<file path="config.mk">
export PLATFORM = sky130hd
export DESIGN_NAME = psum_buffer
export DESIGN_NICKNAME = d
export VERILOG_FILES = /design/src/rtl/psum_buffer_pkg.sv /design/src/rtl/psum_add.sv /design/src/rtl/psum_buffer.sv
export SDC_FILE = /design/constraint.sdc
export NUM_CORES = 1
export LEC_CHECK = 0
export CORE_ASPECT_RATIO = 1.5
export CORE_MARGIN = 8
export CORE_UTILIZATION = 36
export DETAILED_ROUTE_END_ITERATION = 7
export PLACE_DENSITY_LB_ADDON = 0.1
export SYNTH_ARGS = -nofsm -noshare
export SYNTH_HDL_FRONTEND = slang
export SYNTH_HIERARCHICAL = 1
export SYNTH_SLANG_ARGS = --single-unit
export TNS_END_PERCENT = 100
</file>
<file path="constraint.sdc">
create_clock -name clk2 -period 13.5 [get_ports clk2]
set_input_delay 1.35 -clock clk2 [delete_from_list [all_inputs] [get_ports clk2]]
set_output_delay 1.35 -clock clk2 [all_outputs]
set_load 0.01 [all_outputs]
</file>
<file path="src/rtl/psum_buffer_pkg.sv">
// Shared constants for the partial-sum row buffer: FSM encoding and size defaults.
package psum_buffer_pkg;
  localparam int PSUM_DATA_W = 16;
  localparam int OFM_SIZE    = 7;

  localparam logic [1:0] ST_IDLE  = 2'd0;
  localparam logic [1:0] ST_FILL  = 2'd1;
  localparam logic [1:0] ST_ACCUM = 2'd2;
  localparam logic [1:0] ST_EMIT  = 2'd3;
endpackage

</file>
<file path="src/rtl/psum_add.sv">
// Signed partial-sum adder; PSUM_SAT_EN selects saturating add, otherwise wraps.
module psum_add #(
  parameter int DATA_WIDTH = 16
) (
  input  logic signed [DATA_WIDTH-1:0] i_a,
  input  logic signed [DATA_WIDTH-1:0] i_b,
  output logic signed [DATA_WIDTH-1:0] o_sum
);
`ifdef PSUM_SAT_EN
  logic signed [DATA_WIDTH:0] w_full;
  assign w_full = {i_a[DATA_WIDTH-1], i_a} + {i_b[DATA_WIDTH-1], i_b};

  // Top two bits disagree only when the result left the DATA_WIDTH range.
  always_comb begin
    o_sum = w_full[DATA_WIDTH-1:0];
    if (w_full[DATA_WIDTH] != w_full[DATA_WIDTH-1])
      o_sum = w_full[DATA_WIDTH] ? {1'b1, {(DATA_WIDTH-1){1'b0}}}
                                 : {1'b0, {(DATA_WIDTH-1){1'b1}}};
  end
`else
  assign o_sum = i_a + i_b;
`endif
endmodule

</file>
<file path="src/rtl/psum_buffer.sv">
// Circular partial-sum row buffer: FILL stores, ACCUM adds head back in, EMIT sends to OFM.
// Build option: PSUM_SAT_EN makes the accumulate saturate instead of wrap.
module psum_buffer
  import psum_buffer_pkg::*;
#(
  parameter int DATA_WIDTH = PSUM_DATA_W,
  parameter int DEPTH      = OFM_SIZE,
  parameter int CNT_W      = 4
) (
  input  logic                  clk2,
  input  logic                  rst,
  input  logic                  wr_en_psum,
  input  logic                  rd_en_psum,
  input  logic                  wr_clr,
  input  logic                  rd_clr,
  input  logic                  first_channel,
  input  logic                  last_channel,
  input  logic [DATA_WIDTH-1:0] psum_in,
  output logic [DATA_WIDTH-1:0] ofm_data,
  output logic                  ofm_valid,
  output logic                  full,
  output logic                  empty,
  output logic [CNT_W-1:0]      count,
  output logic                  ovf_err,
  output logic                  udf_err
);
  localparam int PTR_W = (DEPTH > 1) ? $clog2(DEPTH) : 1;

  logic [DATA_WIDTH-1:0] r_mem [DEPTH];
  logic [PTR_W-1:0]      r_wr_ptr, r_rd_ptr;
  logic [CNT_W-1:0]      r_count;
  logic [1:0]            r_state;
  logic [DATA_WIDTH-1:0] r_ofm_data;
  logic                  r_ofm_valid, r_ovf, r_udf;

  logic                  w_clr, w_wr, w_rd;
  logic [1:0]            w_chan, w_nxt, w_op;
  logic                  w_pop, w_udf, w_buf_wr, w_push, w_ovf, w_emit;
  logic [DATA_WIDTH-1:0] w_head, w_addend, w_sum, w_wdata;
  logic [PTR_W-1:0]      w_wr_inc, w_rd_inc, w_wr_n, w_rd_n;
  logic [CNT_W-1:0]      w_cnt_n;

  assign full  = (r_count == CNT_W'(DEPTH));
  assign empty = (r_count == '0);

  // Clears win over enables in the same cycle.
  assign w_clr = wr_clr | rd_clr;
  assign w_wr  = wr_en_psum & ~w_clr;
  assign w_rd  = rd_en_psum & ~w_clr;

  assign w_chan = last_channel ? ST_EMIT : (first_channel ? ST_FILL : ST_ACCUM);

  always_comb begin
    w_nxt = r_state;
    if (wr_clr & rd_clr)        w_nxt = ST_IDLE;
    else if (r_state != ST_IDLE) w_nxt = w_chan;
    else if (w_wr)               w_nxt = w_chan;
  end

  // A write arriving in IDLE already acts as the pass it starts, so no write is lost.
  assign w_op = (r_state == ST_IDLE && w_wr) ? w_chan : r_state;

  assign w_head   = empty ? '0 : r_mem[r_rd_ptr];
  assign w_addend = (first_channel | ~w_rd) ? '0 : w_head;

  psum_add #(.DATA_WIDTH(DATA_WIDTH)) u_add (
    .i_a   (psum_in),
    .i_b   (w_addend),
    .o_sum (w_sum)
  );

  assign w_pop    = w_rd & ~empty & (w_op != ST_FILL);
  assign w_udf    = w_rd &  empty & (w_op != ST_FILL);
  assign w_buf_wr = w_wr & (w_op == ST_FILL || w_op == ST_ACCUM);
  assign w_push   = w_buf_wr & (~full | w_pop);
  assign w_ovf    = w_buf_wr & full & ~w_pop;
  assign w_emit   = w_wr & (w_op == ST_EMIT);
  assign w_wdata  = (w_op == ST_FILL) ? psum_in : w_sum;

  assign w_wr_inc = (r_wr_ptr == PTR_W'(DEPTH-1)) ? '0 : r_wr_ptr + 1'b1;
  assign w_rd_inc = (r_rd_ptr == PTR_W'(DEPTH-1)) ? '0 : r_rd_ptr + 1'b1;
  assign w_wr_n   = wr_clr ? '0 : (w_push ? w_wr_inc : r_wr_ptr);
  assign w_rd_n   = rd_clr ? '0 : (w_pop  ? w_rd_inc : r_rd_ptr);

  // A single clear re-derives occupancy from the surviving pointer distance.
  always_comb begin
    w_cnt_n = r_count;
    if (wr_clr & rd_clr)
      w_cnt_n = '0;
    else if (w_clr)
      w_cnt_n = (w_wr_n >= w_rd_n) ? CNT_W'(w_wr_n) - CNT_W'(w_rd_n)
                                   : CNT_W'(w_wr_n) + CNT_W'(DEPTH) - CNT_W'(w_rd_n);
    else if (w_push & ~w_pop)
      w_cnt_n = r_count + 1'b1;
    else if (w_pop & ~w_push)
      w_cnt_n = r_count - 1'b1;
  end

  always_ff @(posedge clk2) begin
    if (rst) begin
      r_state     <= ST_IDLE;
      r_wr_ptr    <= '0;
      r_rd_ptr    <= '0;
      r_count     <= '0;
      r_ofm_data  <= '0;
      r_ofm_valid <= 1'b0;
      r_ovf       <= 1'b0;
      r_udf       <= 1'b0;
    end else begin
      r_state     <= w_nxt;
      r_wr_ptr    <= w_wr_n;
      r_rd_ptr    <= w_rd_n;
      r_count     <= w_cnt_n;
      r_ofm_valid <= w_emit;
      if (w_emit) r_ofm_data <= w_sum;
      if (w_ovf)  r_ovf <= 1'b1;
      if (w_udf)  r_udf <= 1'b1;
    end
  end

  always_ff @(posedge clk2) begin
    if (w_push) r_mem[r_wr_ptr] <= w_wdata;
  end

  assign ofm_data  = r_ofm_data;
  assign ofm_valid = r_ofm_valid;
  assign count     = r_count;
  assign ovf_err   = r_ovf;
  assign udf_err   = r_udf;
endmodule

</file>
### After elaboration in Yosys (flattened, before gate mapping)

Memories as Yosys holds them, arrays and structs flattened. A register that Yosys moved wholly into a read port is not among the register bits.
Cells that the tools add are included.

| cells by class | value |
|---|---|
| order comparisons | 1 |
| bitwise operators | 23 |
| muxes and demuxes | 21 |
| add/subtract/negate cells | 8 |
| reduce and logical (&&, ||, !) cells | 8 |
| equal/unequal tests | 7 |

Operators by type and width:

| operator | number |
|---|---|
| $mux W16 | 3 |
| $mux W3 | 7 |
| $add A16 B16 Y16 | 1 |
| $mux W4 | 4 |
| $and A1 B1 Y1 | 14 |
| $mux W2 | 5 |
| $add A3 B1 Y3 const B | 2 |
| $eq A3 B3 Y1 const B | 2 |
| $not A1 Y1 | 6 |
| $add A3 B3 Y4 const B | 1 |
| $add A4 B1 Y4 const B | 1 |
| $eq A2 B2 Y1 const B | 2 |
| $eq A4 B3 Y1 const B | 1 |
| $logic_not A4 Y1 | 1 |
| $reduce_bool A2 Y1 | 2 |
| $sub A3 B3 Y4 | 1 |
| $sub A4 B1 Y4 const B | 1 |
| $sub A4 B3 Y4 | 1 |
| $ge A3 B3 Y1 | 1 |
| $or A1 B1 Y1 | 3 |
| $reduce_bool A3 Y1 | 1 |
| $eq A2 B1 Y1 const B | 1 |
| $logic_not A2 Y1 | 1 |
| $mux W1 | 2 |
| other kinds (4) | 4 |

| storage, ports and cells | value |
|---|---|
| register bits after elaboration | 31 |
| logic and storage cells | 77 |
| memories kept | 1 |
| output and inout port bits | 25 |
| RAM bits | 112 |
| input bits | 24 |

Memories:

| memory | words | bits a word | rd ports | clocked after memory_dff | wr ports | RTL line | source |
|---|---|---|---|---|---|---|---|
| r_mem | 7 | 16 | 1 | 1 | 1 | psum_buffer.sv:29 | `logic [DATA_WIDTH-1:0] r_mem [DEPTH];` |

### Longest topological paths before layout

Gate-level depths: netlist of run 1.

| depth | value |
|---|---|
| depth in word-level cells | 15 |
| gate-level depth with buffers | 21 |
| depth with buffers taken out | 19 |

### Modules after synthesis

The synthesis of run 1 kept the hierarchy.

Modules (own cells, without submodules):

| module | instances | sequential area each (µm²) | area each (µm²) | cells an instance |
|---|---|---|---|---|
| psum_buffer | 1 | 3983.8 | 6282.3 | 459 |
| psum_add | 1 | 0.0 | 724.4 | 98 |

### Worst setup path before layout of run 1

Ideal clock, no wire load.

| timing | value |
|---|---|
| path kind | input to register |
| from | input wr_clr |
| to | register r_count[2], in the netlist count[2] |
| required time | 13430 ps |
| buffers on the path | 3 |
| setup time | 70 ps |
| stages on the path | 19 |
| setup slack | 8110 ps |
| arrival | 5320 ps |
| cell sequence | buf_6 -> nor2_1 -> clkbuf_1 -> a31o_2 -> inv_1 -> ha_1 -> buf_2 -> or4b_4 -> a41oi_4 -> mux2i_1 -> or2_4 -> ha_1 -> inv_1 -> fa_1 -> fa_1 -> a31oi_1 -> o22ai_1 -> a211o_1 -> a21boi_1 |

| between the ends | value |
|---|---|
| cells in the longest elaborated chain, start to end | 15 |
| elaborated cells between the ends (all ways) | 33 |
| those cells by class | add/sub (3); order compare (1); eq/ne (3); mux (8); bitwise (14); reduce/logical (4) |

Ends and longest elaborated chain:

| what | RTL line | source |
|---|---|---|
| from (decl) | psum_buffer.sv:14 | `input logic wr_clr,` |
| $or A1 B1 Y1 | psum_buffer.sv:47 | `assign w_clr = wr_clr \| rd_clr;` |
| $not A1 Y1 | psum_buffer.sv:48, psum_buffer.sv:49 |  |
| $and A1 B1 Y1 | psum_buffer.sv:48 | `assign w_wr = wr_en_psum & ~w_clr;` |
| $logic_and A1 B1 Y1 | psum_buffer.sv:61 | `assign w_op = (r_state == ST_IDLE && w_wr) ? w_chan : r_state;` |
| $mux W2 | psum_buffer.sv:61 |  |
| $ne A2 B1 Y1, or another cell as far along | psum_buffer.sv:72 | `assign w_pop = w_rd & ~empty & (w_op != ST_FILL);` |
| $and A1 B1 Y1 / $logic_or A1 B1 Y1 (equally long branches) | psum_buffer.sv:72, psum_buffer.sv:74 |  |
| $or A1 B1 Y1 / $and A1 B1 Y1 (equally long branches) | psum_buffer.sv:75, psum_buffer.sv:74 |  |
| $and A1 B1 Y1 | psum_buffer.sv:75 | `assign w_push = w_buf_wr & (~full \| w_pop);` |
| $mux W3 (2 in series) | psum_buffer.sv:82 | `assign w_wr_n = wr_clr ? '0 : (w_push ? w_wr_inc : r_wr_ptr);` |
| $add A3 B3 Y4 | psum_buffer.sv:92 | `: CNT_W'(w_wr_n) + CNT_W'(DEPTH) - CNT_W'(w_rd_n);` |
| $sub A4 B3 Y4 | psum_buffer.sv:92 |  |
| $mux W4 | psum_buffer.sv:91 | `w_cnt_n = (w_wr_n >= w_rd_n) ? CNT_W'(w_wr_n) - CNT_W'(w_rd_n)` |
| $mux W4 | psum_buffer.sv:90 | `else if (w_clr)` |
| to (signal assigned) | psum_buffer.sv:113 | `r_count <= w_cnt_n;` |
| to (decl) | psum_buffer.sv:31 | `logic [CNT_W-1:0] r_count;` |

Parallel ways exist; a longest one is shown, timed or not.
A chain may end at the register's enable or synchronous reset.

### Worst setup path after layout of run 1

| timing | value |
|---|---|
| from | input rd_clr |
| to | register r_count[2], in the netlist count[2] |

| between the ends | value |
|---|---|
| cells in the longest elaborated chain, start to end | 15 |
| elaborated cells between the ends (all ways) | 33 |
| those cells by class | add/sub (3); order compare (1); eq/ne (3); mux (8); bitwise (14); reduce/logical (4) |

Ends and longest elaborated chain:

| what | RTL line | source |
|---|---|---|
| from (decl) | psum_buffer.sv:15 | `input logic rd_clr,` |
| $or A1 B1 Y1 (*) | psum_buffer.sv:47 |  |
| $not A1 Y1 (*) | psum_buffer.sv:48, psum_buffer.sv:49 |  |
| $and A1 B1 Y1 | psum_buffer.sv:48 |  |
| $logic_and A1 B1 Y1 | psum_buffer.sv:61 |  |
| $mux W2 | psum_buffer.sv:61 |  |
| $ne A2 B1 Y1, or another cell as far along | psum_buffer.sv:72 |  |
| $and A1 B1 Y1 / $logic_or A1 B1 Y1 (equally long branches) | psum_buffer.sv:72, psum_buffer.sv:74 |  |
| $or A1 B1 Y1 / $and A1 B1 Y1 (equally long branches) | psum_buffer.sv:75, psum_buffer.sv:74 |  |
| $and A1 B1 Y1 (*) | psum_buffer.sv:75 |  |
| $mux W3 (*) (2 in series) | psum_buffer.sv:82 |  |
| named net w_wr_n[2] | psum_buffer.sv:40 | `logic [PTR_W-1:0] w_wr_inc, w_rd_inc, w_wr_n, w_rd_n;` |
| $add A3 B3 Y4 | psum_buffer.sv:92 |  |
| $sub A4 B3 Y4 | psum_buffer.sv:92 |  |
| $mux W4 (*) | psum_buffer.sv:91 |  |
| $mux W4 (*) | psum_buffer.sv:90 |  |

The timed path passes the listed nets; every way through them passes the cells marked *.

==> results of run 1 <==
[logic make-up after synthesis]
| family | after synthesis |
|---|---|
| fa+ha+maj | 28 |
| mux | 68 |
| simple gates | 154 |
| xor+xnor | 17 |
| flops | 143 |
| buf+inv | 36 |
| compound gates | 111 |
[critical path, stage by stage]
cell and delay, ns:
clkdlybuf4s50_1 0.59, nor2_1 0.61, a31o_2 0.28, inv_1 0.05, ha_1 0.48, or4b_4 0.63
a41oi_4 0.30, and3_1 0.89, a21oi_1 0.14, nor2_1 0.26, ha_1 0.33, a31oi_1 0.34
o22ai_1 0.14, a211o_1 0.30, a21boi_1 0.11
[routing by layer]
metal,part of all wire,track usage
met1,0.39,0.1615
met4,0.0093,0.04531
met2,0.56,0.2818
met5,0,0
met3,0.032,0.03139
[cells in the final DEF, fill, tap and decap left out, drive strengths merged, types with 5 or more instances in the layout]
cell type	count
edfxtp	112
mux2i	35
dfxtp	31
xor2	7
nor3	11
mux2	17
or2	5
ha	23
fa	5
a21oi	46
clkdlybuf4s50	48
a21o	5
and3	5
mux4	16
xnor2	10
o21ai	31
nor2b	6
buf	9
nand2	66
inv	12
clkbuf	21
nand3	8
nor2	39
[layout make-up]
cell class              count  area share
repair buffers             57     0.06537
clock buffers              21     0.05627
inverters                   9    0.004030
clock inverters            11     0.01821
well taps                 256     0.03821
flip-flops and latches    143      0.4755
multi-input cells         378      0.3424
[metrics by stage]
stage	utilization	hold WS (ns)	setup WS, ns	total power, mW	instance area (µm²)
after global placement	0.4049	0.4470	6.678	0.5634	7759
final	0.4375	0.4544	7.039	1.050	8383
after global routing	0.4375	0.4807	6.487	1.085	8383
after detailed placement	0.4049	0.4489	6.550	0.5650	7759
after CTS	0.4375	0.4578	6.887	1.063	8383
after floorplan	-	0.4805	8.110	0.5394	7007
[where the power goes]
group          leakage [nW]  switching (mW)  internal (mW)  total (mW)
registers              1.26         0.00251          0.483       0.485
logic                  1.21          0.0397         0.0303      0.0700
clock network         0.296           0.186          0.308       0.494
total                  2.76           0.228          0.821        1.05
[worst min path at each step]
| stage | cells after the start | slack (ns) | from | endpoint |
|---|---|---|---|---|
| final | 2 | 0.45 | ofm_data[15] | ofm_data[15] |
| after global routing | 2 | 0.48 | ofm_data[0] | ofm_data[0] |
| after CTS | 2 | 0.46 | ofm_data[15] | ofm_data[15] |
| after detailed placement | 2 | 0.45 | ofm_data[15] | ofm_data[15] |
| after global placement | 2 | 0.45 | ofm_data[15] | ofm_data[15] |
| after floorplan | 2 | 0.48 | ofm_data[0] | ofm_data[0] |
[flip-flops by register name (all words and copies together) (netlist names)]
signal / count
ovf_err: 1
r_mem: 112
r_wr_ptr: 3
ofm_data: 16
ofm_valid: 1
r_state: 2
udf_err: 1
r_rd_ptr: 3
count: 4
==> qor.txt, run 1 <==
Status: finished, final reports clean
Clk root buf: clkbuf_16
Final Hold Fails: 0
Final std cells w/o fill: 875
Post-synth EDFFs: 112
Post-synth top area share: 0.4800
Total global routing overflow: 0
DRT Pass-1 Iters: 4
Multi-input gate area: 0.002870 mm²
Vias in the first global route: 4762
Cell total after placement: 843
Clock Skew: 0.02692 ns
Crit end category: flop
Detailed-route via count: 4514
Core region area: 0.01916 mm²
DRC viols: 0
I/O Buffers: 48
# IOs: 49
Resized Gates After CTS: 0
Wire per inst: 19.97 µm
RSZ-0062 raised after global routing: false
Leakage: 2.762 nW
Postcts setup bufs: 0
Final ANT Viol Nets: 0
Share of cells above drive strength 1: 0.1502
H-tree depth: 4
TritonCTS clock tree: done
Maximum vdd drop: 79.04 µV
Slew Limit Headroom: 0.2964
GPL Wtd Cong: 0.8576
Netlist cell types: 59
Crit path from: rd_clr
DR iter-0 viols: 217
Worst Setup Path Type: in2reg
Worst setup path endpoint: count[2]
Most numerous cell in the Yosys netlist: edfxtp_1
Final setup TNS: 0 ns
Die Wd: 129.9 µm
Fin. max-slew vios: 0
Largest net degree at the start of global routing: 54
CP Max Fanout: 18
Fillers: 1786
Initial Utilization: 0.3657
Hpwl dp: 11970 µm
Max Cap Violations: 0
Die area: 0.02428 mm²
P per Cell Area: 125.2 mW/mm²
Final net count: 658
Die Height: 186.9 µm
Worst R2R Start: r_state[1]
Final min period: 6.461 ns
Maximum clock frequency: 0.1548 GHz
Post-CTS Hold Fix Bufs: 0
Reg area: 0.003986 mm²
Asr flop ratio synth: 0
Seq/Total Area, Yosys: 0.5686
Synth top area cells: edfxtp_1, dfxtp_1, mux4_2, mux2i_1, ha_1
First-pass GRT wire length: 26960 µm
Synth cell count leaders: edfxtp_1, nand2_1, a21oi_1, nor2_1, mux2i_1
Layout overhead on the synthesized area: 19.64%
Syn Area/Cell: 12.58 µm²
Yosys warning count: 6
Worst-case clock buffer depth: 2
Worst hold path class: reg2reg
Worst reg2reg path endpoint: count[2]
Routed Wire Length: 17470 µm
Mux cell area share after synthesis: 0.1288
TritonCTS Sinks: 143
DR vias/cell: 5.159
Later-pin clock latency in the skew report: 0.43 ns
Synth area leader: edfxtp_1
Final setup violation count: 0
Flops & latches, synth: 143
Cell Rows: 62
Cell depth of the worst flop-to-flop path: 13
Total Routing Usage GR: 0.1501
Critical Path RT: 13.86 ns
Tightest Pin Transition: 1.055 ns
ANT cells: 0
CTS clk-pin slew, worst paths: 0.06 ns
Final critical-path share of the clock period: 0.4786
Simple-Gate Fraction of Synth Area: 0.1014
Synthesized-area fraction occupied by adder cells: 0.05536
Worst endpoint data arrival time: 6.82 ns
Critical Path Start Type: primary input
Initial antenna violation count: 0
Combinational family with the most area after synthesis: multiplexers
Complex-gate fraction of the synthesized area: 0.1014
Synth Instances: 557
Ys flop type: edfxtp_1
CTS Buf Count: 17
Synth Cell Area: 0.007007 mm²
Flop2flop setup slack: 8.83 ns
Synthesized Nets: 609
Xor and xnor area share after synthesis: 0.02125
No activity file was read; power rests on OpenSTA's default activity.
==> inputs of run 2 (changes only) <==
clock period = 6.2 ns   (was 13.5 ns; I/O delays follow)
==> run 2 against run 1 <==
- sequential share of layout area grew 0.31 points
- die area is the same
- hold slack gained 0.00097 ns
- register-to-register slack got worse by 7.0 ns
- setup slack worse by 5.9 ns
- critical path type unchanged
==> qor.txt, run 2 (synthesized netlist as in run 1, its figures left out) <==
Status: finished, final reports clean
Final critical-path share of the clock period: 0.8177
Leakage: 2.739 nW (-0.82%)
Worst hold path class: reg2reg
Later-pin clock latency in the skew report: 0.42 ns (about the same)
Crit end category: flop
DR vias/cell: 5.202 (+0.83%)
Most frequent cells in the layout: edfxtp_1, nand2_1, clkdlybuf4s50_1
P per Cell Area: 259.4 mW/mm² (+110%)
Tightest Pin Transition: 1.183 ns (+0.1281 ns)
Finished layout cell area: 0.008328 mm² (-0.66%)
Largest reg by FF count: r_mem
Max incr delay on CP: 0.68 ns (-0.21 ns)
Routed Wire Length: 17760 µm (+1.6%)
Total global routing overflow: 0 (unchanged)
Maximum clock frequency: 0.1972 GHz
DRC viols: 0 (unchanged)
Final min period: 5.070 ns
Maximum vdd drop: 157.1 µV (+99%)
Buf+Inv Stages, Crit Path: 3 (+1)
Layout overhead on the synthesized area: 18.86%
Multi-input gate area: 0.002870 mm² (unchanged)
Fin util: 0.4346 (-0.002873)
Worst Setup Path Type: in2reg
Post-CTS Hold Fix Bufs: 0 (unchanged)
Worst-case clock buffer depth: 2 (unchanged)
Die Wd: 129.9 µm (unchanged)
Fin. max-slew vios: 0 (unchanged)
TritonCTS Sinks: 143 (unchanged)
ANT cells: 0 (unchanged)
Critical Path RT: 6.55 ns (-7.31 ns)
Max Cap Violations: 0 (unchanged)
CP max stage cell: clkdlybuf4s50_1
Setup WS pre-CTS: 0.7112 ns (-5.838 ns)
CP Max Fanout: 11 (-7)
Initial Utilization: 0.3657 (unchanged)
Final WS setup: 1.130 ns (-5.909 ns)
Die Height: 186.9 µm (unchanged)
Final net count: 661 (+0.46%)
DRT Pass-1 Iters: 5 (+1)
Leading cell type in the layout, fill and taps excluded: edfxtp_1
TritonCTS clock tree: done
DR iter-0 viols: 232 (+6.9%)
I/O Buffers: 48 (unchanged)
Worst endpoint data arrival time: 5.42 ns (-1.40 ns)
Initial antenna violation count: 0 (unchanged)
Postcts setup bufs: 0 (unchanged)
Die area: 0.02428 mm² (unchanged)
Final Hold Fails: 0 (unchanged)
CTS clk-pin slew, worst paths: 0.06 ns (about the same)
Detailed-route via count: 4567 (+1.2%)
Final setup TNS: 0 ns (unchanged)
Share of cells above drive strength 1: 0.1527 (+0.002491)
GPL Wtd Cong: 0.8511 (-0.76%)
Critical Path Start Type: primary input
H-tree depth: 4 (unchanged)
Cell Rows: 62 (unchanged)
Clk root buf: clkbuf_16
RSZ-0062 raised after global routing: false
Final setup violation count: 0 (unchanged)
Wire per inst: 20.23 µm (+1.3%)
Reg area: 0.003986 mm² (unchanged)
Final ANT Viol Nets: 0 (unchanged)
Largest net degree at the start of global routing: 48 (-11%)
Clock Skew: 0.006407 ns (-0.02052 ns)
Post-Place Cell Area: 0.007781 mm² (+0.29%)
First-pass GRT wire length: 26920 µm (-0.13%)
Hpwl dp: 12290 µm (+2.7%)
Top delay family on crit path: compound AO/OA/AOI/OAI gates
CTS Buf Count: 17 (unchanged)
Hold WS: 0.4554 ns (+0.0009730 ns)
Max reg flops: 112 (unchanged)
Fillers: 1824 (+2.1%)
Resized Gates After CTS: 0 (unchanged)
Vias in the first global route: 4766 (+0.084%)
Slew Limit Headroom: 0.2111 (-0.08538)
# IOs: 49 (unchanged)
Core region area: 0.01916 mm² (unchanged)
Total Routing Usage GR: 0.1522 (+0.002083)
Crit-path cells: clkdlybuf4s50_1 -> nor2_1 -> buf_4 -> a31o_2 -> ha_1 -> or4bb_1 -> a41oi_4 -> mux2i_1 -> or2_4 -> ha_1 -> inv_1 -> fa_1 -> fa_1 -> a31oi_1 -> o22ai_1 -> a211o_1 -> a21boi_1
==> run 2: final cells by class <==
type / instances / area share
clock buffer: 19 / 0.05198
sequential: 143 / 0.4787
timing repair buffer: 60 / 0.06851
multi-input combinational: 378 / 0.3447
tap: 256 / 0.03846
inverter: 9 / 0.004056
clock inverter: 13 / 0.01367
==> run 2: path summary, 6_finish.rpt <==
path,from,endpoint,slack (ns),depth (start not counted)
worst min-delay path,ofm_data[15],ofm_data[15],0.46,2
worst max-delay path,wr_clr,count[2],1.13,17
worst max register to register,r_state[1],count[2],1.87,15
worst min register to register,ofm_data[15],ofm_data[15],0.46,2
==> run 2: stage by stage <==
step           instances  power, mW
2_1_floorplan        557      1.174
3_3_place_gp         846      1.228
3_5_place_dp         846      1.232
4_1_cts              878      2.184
5_1_grt              878      2.234
6_report             878      2.160
==> run 2: worst reg2reg max path, stage by stage (launching register included) <==
cell and delay [ns]:
dfxtp_1 0.36, nor2_1 0.06, a31o_2 0.26, ha_1 0.29, or4bb_1 0.62, a41oi_4 0.31, mux2i_1 0.29, or2_4 0.16
ha_1 0.16, inv_1 0.05, fa_1 0.38, fa_1 0.47, a31oi_1 0.31, o22ai_1 0.15, a211o_1 0.30, a21boi_1 0.11
==> run 2: report_power, final <==
group / total (mW) / internal, mW / switching, mW / leakage [nW]
registers: 1.06 / 1.05 / 0.00617 / 1.26
logic: 0.153 / 0.0664 / 0.0867 / 1.22
clock network: 0.950 / 0.551 / 0.399 / 0.257
total: 2.16 / 1.67 / 0.492 / 2.74
==> run 2: per-layer routing <==
metal	share of wire	wire, µm	GRT usage
met4	0.017	308	0.05877
met3	0.044	783	0.02882
met5	0	0	0
met2	0.56	9963	0.2870
met1	0.38	6704	0.1594
==> inputs of run 3 (changes only) <==
clock period = 4.8 ns   (was 6.2 ns; I/O delays follow)
==> run 3 against run 2 <==
- global-route usage rose by 0.056 points
- first-iteration DRC count fell by 6.0%
- flip-flop and latch count did not move
- sequential share of layout area down 1.0 points
- final cell count increased by 1.9%
- combinational power grew 35%
- die area unchanged
- final area increased by 2.1%
- highest routed layer unchanged
- setup slack got worse by 0.70 ns
- wire length down 0.68%
==> qor.txt, run 3 (synthesized netlist as in run 1, its figures left out) <==
Status: finished, final reports clean
Postcts setup bufs: 0 (unchanged)
Routed Wire Length: 17640 µm (-0.68%)
Critical Path Start Type: primary input
Die Wd: 129.9 µm (unchanged)
Most frequent cells in the layout: edfxtp_1, nand2_1, clkdlybuf4s50_1
Max reg flops: 112 (unchanged)
Worst R2R Start: count[0]
Detailed-route via count: 4602 (+0.77%)
GPL Wtd Cong: 0.8253 (-3.0%)
Cell Rows: 62 (unchanged)
Met1 GRT Util: 0.1727 (+0.01334)
Cell total after placement: 863 (+2.0%)
Final ANT Viol Nets: 0 (unchanged)
TritonCTS Sinks: 143 (unchanged)
Total Routing Usage GR: 0.1528 (+0.0005646)
Die Height: 186.9 µm (unchanged)
Min-Delay Endpoint: ofm_data[6]
# IOs: 49 (unchanged)
CP Max Fanout: 3 (-8)
Hold WS: 0.4526 ns (-0.002745 ns)
RSZ-0062 raised after global routing: false
Worst hold path class: reg2reg
Share of cells above drive strength 1: 0.1784 (+0.02567)
Wire per inst: 19.71 µm (-2.6%)
Max incr delay on CP: 0.56 ns (-0.12 ns)
Resized Gates After CTS: 0 (unchanged)
Final Power: 2.880 mW (+33%)
I/O Buffers: 48 (unchanged)
Busiest grt layer: met2
CTS clk-pin slew, worst paths: 0.06 ns (about the same)
Worst endpoint data arrival time: 4.72 ns (-0.70 ns)
Crit end category: flop
TritonCTS clock tree: done
DRT Pass-1 Iters: 4 (-1)
Slew Limit Headroom: 0.5032 (+0.2921)
Leakage: 2.851 nW (+4.1%)
Tightest Pin Transition: 0.7431 ns (-0.4403 ns)
Cell depth of the worst flop-to-flop path: 11 (-4)
Global Route met2 Usage: 0.2706 (-0.01648)
Met3 GRT Util: 0.02882 (unchanged)
Final net count: 678 (+2.6%)
Clk root buf: clkbuf_16
Fin. max-slew vios: 0 (unchanged)
Critical Path RT: 5.15 ns (-1.40 ns)
DR vias/cell: 5.142 (-1.1%)
Final Hold Fails: 0 (unchanged)
Die area: 0.02428 mm² (unchanged)
First-pass GRT wire length: 27670 µm (+2.8%)
P per Cell Area: 338.6 mW/mm² (+31%)
Worst-case clock buffer depth: 2 (unchanged)
Hold Path Depth: 2 (unchanged)
Final setup TNS: 0 ns (unchanged)
Max Cap Violations: 0 (unchanged)
Initial antenna violation count: 0 (unchanged)
Largest reg by FF count: r_mem
DR iter-0 viols: 218 (-6.0%)
H-tree depth: 4 (unchanged)
Post-CTS Hold Fix Bufs: 0 (unchanged)
Maximum clock frequency: 0.2287 GHz
Clock Skew: 0.008679 ns (+0.002272 ns)
Vias in the first global route: 4897 (+2.7%)
Reg area: 0.003986 mm² (unchanged)
DRC viols: 0 (unchanged)
CTS Buf Count: 17 (unchanged)
Flop2flop setup slack: 0.70 ns (-1.17 ns)
Hpwl dp: 12160 µm (-1.1%)
Core region area: 0.01916 mm² (unchanged)
Initial Utilization: 0.3657 (unchanged)
Layout overhead on the synthesized area: 21.41%
Maximum vdd drop: 157.3 µV (about the same)
Leading cell type in the layout, fill and taps excluded: edfxtp_1
Worst Setup Path Type: in2reg
ANT cells: 0 (unchanged)
Final std cells w/o fill: 895 (+1.9%)
Total global routing overflow: 0 (unchanged)
Final min period: 4.372 ns
Largest net degree at the start of global routing: 49 (+2.1%)
Hold Path Origin: ofm_data[6]
Final critical-path share of the clock period: 0.9108
Later-pin clock latency in the skew report: 0.42 ns (about the same)
Final setup violation count: 0 (unchanged)
Multi-input gate area: 0.002870 mm² (unchanged)
Crit-path cells: clkdlybuf4s50_1 -> nor2b_1 -> nor2_1 -> a31o_2 -> ha_1 -> or4bb_1 -> a41oi_4 -> mux2i_1 -> or2_4 -> ha_1 -> inv_1 -> fa_1 -> fa_1 -> a31oi_1 -> o22ai_1 -> a211o_1 -> a21boi_1
Worst reg2reg path endpoint: r_mem[3][10]
Fillers: 1806 (-0.99%)
CP max stage cell: or4bb_1
-- run 3: how the worst max path moves through the flow --
stage,start,to,slack (ns)
after floorplan,wr_clr,count[2],0.28
after global placement,first_channel,count[2],0.14
after detailed placement,first_channel,count[2],0.03
after CTS,first_channel,count[2],0.45
after global routing,first_channel,count[0],0.20
final,first_channel,count[2],0.43
-- run 3: metrics by stage --
stage                     setup slack, ns  utilization  instance area (µm²)
after floorplan                    0.2798            -                 7007
after global placement             0.1357       0.4134                 7921
after detailed placement          0.02789       0.4134                 7921
after CTS                          0.4501       0.4440                 8507
after global routing               0.1990       0.4440                 8507
final                              0.4279       0.4440                 8507
-- run 3: where the power goes --
part           switching [mW]  leakage (nW)  total [mW]  internal (mW)
clock network           0.536         0.280        1.31          0.774
logic                   0.116          1.31       0.207         0.0907
registers             0.00626          1.26        1.36           1.36
total                   0.658          2.85        2.88           2.22
-- run 3: per-layer routing --
layer | up-vias | share of wire | routed length [µm]
met2 | 88 | 0.54 | 9445
met5 | - | 0 | 0
met3 | 22 | 0.036 | 627
met1 | 2280 | 0.40 | 7127
li1 | 2212 | - | -
met4 | 0 | 0.025 | 437
-- run 3: area by class of cell --
cell class / count / area share
multi-input combinational: 378 / 0.3374
clock inverter: 14 / 0.01839
sequential: 143 / 0.4686
tap: 256 / 0.03765
inverter: 9 / 0.003971
clock buffer: 18 / 0.05045
timing repair buffer: 77 / 0.08354
-- run 3: worst max-delay path, delay by kind of cell --
| family | cells | cell delay, ns |
|---|---|---|
| multiplexers | 1 | 0.27 |
| adder cells (fa/ha/maj) | 4 | 1.22 |
| AND/OR/NAND/NOR | 4 | 0.97 |
| buffers and inverters | 2 | 0.54 |
| AO/OA/AOI/OAI | 6 | 1.23 |
==> variant: new RTL, settings of run 3 <==
Put one more register stage on the output `ovf_err`. The value now appears one clock later. The other outputs are not delayed to match.
--- a/src/rtl/psum_buffer.sv
+++ b/src/rtl/psum_buffer.sv
@@ -125,7 +125,9 @@
   assign ofm_data  = r_ofm_data;
   assign ofm_valid = r_ofm_valid;
   assign count     = r_count;
-  assign ovf_err   = r_ovf;
+  always_ff @(posedge clk2) begin
+    ovf_err <= r_ovf;
+  end
   assign udf_err   = r_udf;
 endmodule
 
Formal check against the unedited RTL: no difference found for any inputs over 4 cycles, from zero or initial values and one cycle with rst high; that may be too few to reach the edited logic, so the function may still have changed.
==> variant against run 3 <==
  * Worst setup slack gained 0.047 ns
  * Wire length rose by 1.8%
  * Synthesized area grew 0.29%
  * First-iteration DRC count decreased by 22%
  * Highest routed layer unchanged
  * Power grew 4.7%
  * Sequential cell count rose by 1
  * Final area grew 0.40%
==> variant: results (changes against run 3) <==
The share of layout cells above drive strength 1 works out to 16.9% (was 17.8%). Worst supply voltage drop on vdd: 0.000210 V (was 0.000157 V). The startpoint of the lowest-slack hold path is r_ovf (was ofm_data[6]). The met1 routing resource usage after global routing was 15.9% (was 17.3%); the register-to-register path setup slack was 0.72 ns (was 0.70 ns). The static leakage power is 2.85 nW (about the same), and the wire length per cell is 20.2 um (was 19.7 um). Synth top area cells: sky130_fd_sc_hd__edfxtp_1, sky130_fd_sc_hd__dfxtp_1, sky130_fd_sc_hd__mux4_2, sky130_fd_sc_hd__mux2i_1, sky130_fd_sc_hd__ha_1 (unchanged). The final weighted congestion in routability-driven placement was 0.864 (was 0.825). The net count after synthesis came out at 610 (was 609). The tools report the warning count from the yosys run as 6 (unchanged). The final worst clock skew came out at 0.00837 ns (was 0.00868 ns). The count of flip-flops with a built-in enable after synthesis was 112 (unchanged). The all-layer global routing usage was 15.4% (was 15.3%).

Area share of the largest cell type after synthesis: 47.9% (was 48.0%). The logs give 0.0507 ns (was 0.0279 ns) for the worst slack at placement and 9710 um (was 9450 um) for the met2 wire length. For the first-iteration detailed-routing DRC count, the log shows 170 (was 218).

The largest net degree at the start of global routing came out at 29 (was 49). The first-pass GRT wire length was 27200 um (was 27700 um). The number of global-route vias before repair was 4890 (was 4897). The share of synthesized area occupied by flip-flops and latches came out at 57.0% (was 56.9%). The met3 wire length is 636 um (was 627 um). The layout net count is 673 (was 678). The logs give 12600 um (was 12200 um) for the placed wire-length estimate after detailed placement and 4.68 ns (was 4.72 ns) for the arrival time of the worst setup path.

Pin slew with the least headroom to its limit: 0.867 ns (was 0.743 ns). The run finished with clean final reports. The end of the worst register-to-register path is r_mem[0][10] (was r_mem[3][10]). The run gives 231 MHz (was 229 MHz) as the maximum frequency from static timing analysis.

The met2 track demand over resource in global routing is 27.5% (was 27.1%). Highest metal layer used by the detailed router: met4 (unchanged). The via count normalized by instance count came out at 5.15 (was 5.14).
[variant: worst min path at each step]
stage | slack (ns) | cells after the start | to
finish | 0.36 | 0 | ovf_err
global route | 0.37 | 0 | ovf_err
CTS | 0.36 | 0 | ovf_err
detailed placement | 0.35 | 0 | ovf_err
global placement | 0.35 | 0 | ovf_err
floorplan | 0.33 | 0 | ovf_err
[variant: where the power goes]
group / total, W / leakage, nW / internal, W / switching [W]
Clock: 0.00144 / 0.300 / 0.000923 / 0.000517
Sequential: 0.00137 / 1.27 / 0.00137 / 0.00000766
Combinational: 0.000203 / 1.28 / 0.0000892 / 0.000113
[variant: logic make-up (layout without fill, tap and decap cells)]
family / after synthesis / count (layout) / synth area share, %
multiplexers: 68 / 68 / 12.8
AO/OA/AOI/OAI: 111 / 111 / 10.1
flip-flops: 144 / 144 / 57.0
adder cells (fa/ha/maj): 28 / 28 / 5.52
XOR/XNOR: 17 / 17 / 2.12
AND/OR/NAND/NOR: 154 / 154 / 10.1
buffers and inverters: 36 / 112 / 2.31
[variant: cell type report]
type / count / area (um^2)
Tap cell: 256 / 320
Sequential cell: 144 / 4010
Multi-Input combinational cell: 378 / 2870
Fill cell: 1777 / 10600
Clock buffer: 19 / 433
Clock inverter: 13 / 211
Timing Repair Buffer: 71 / 666
Inverter: 9 / 33.8
[variant: stage by stage]
| stage | power, W | cells | hold WS [ns] |
|---|---|---|---|
| 3_3_place_gp | 0.00160 | 858 | 0.348 |
| 2_1_floorplan | 0.00153 | 558 | 0.331 |
| 3_5_place_dp | 0.00160 | 858 | 0.351 |
| 6_report | 0.00302 | 890 | 0.361 |
| 4_1_cts | 0.00305 | 890 | 0.361 |
| 5_1_grt | 0.00311 | 890 | 0.367 |
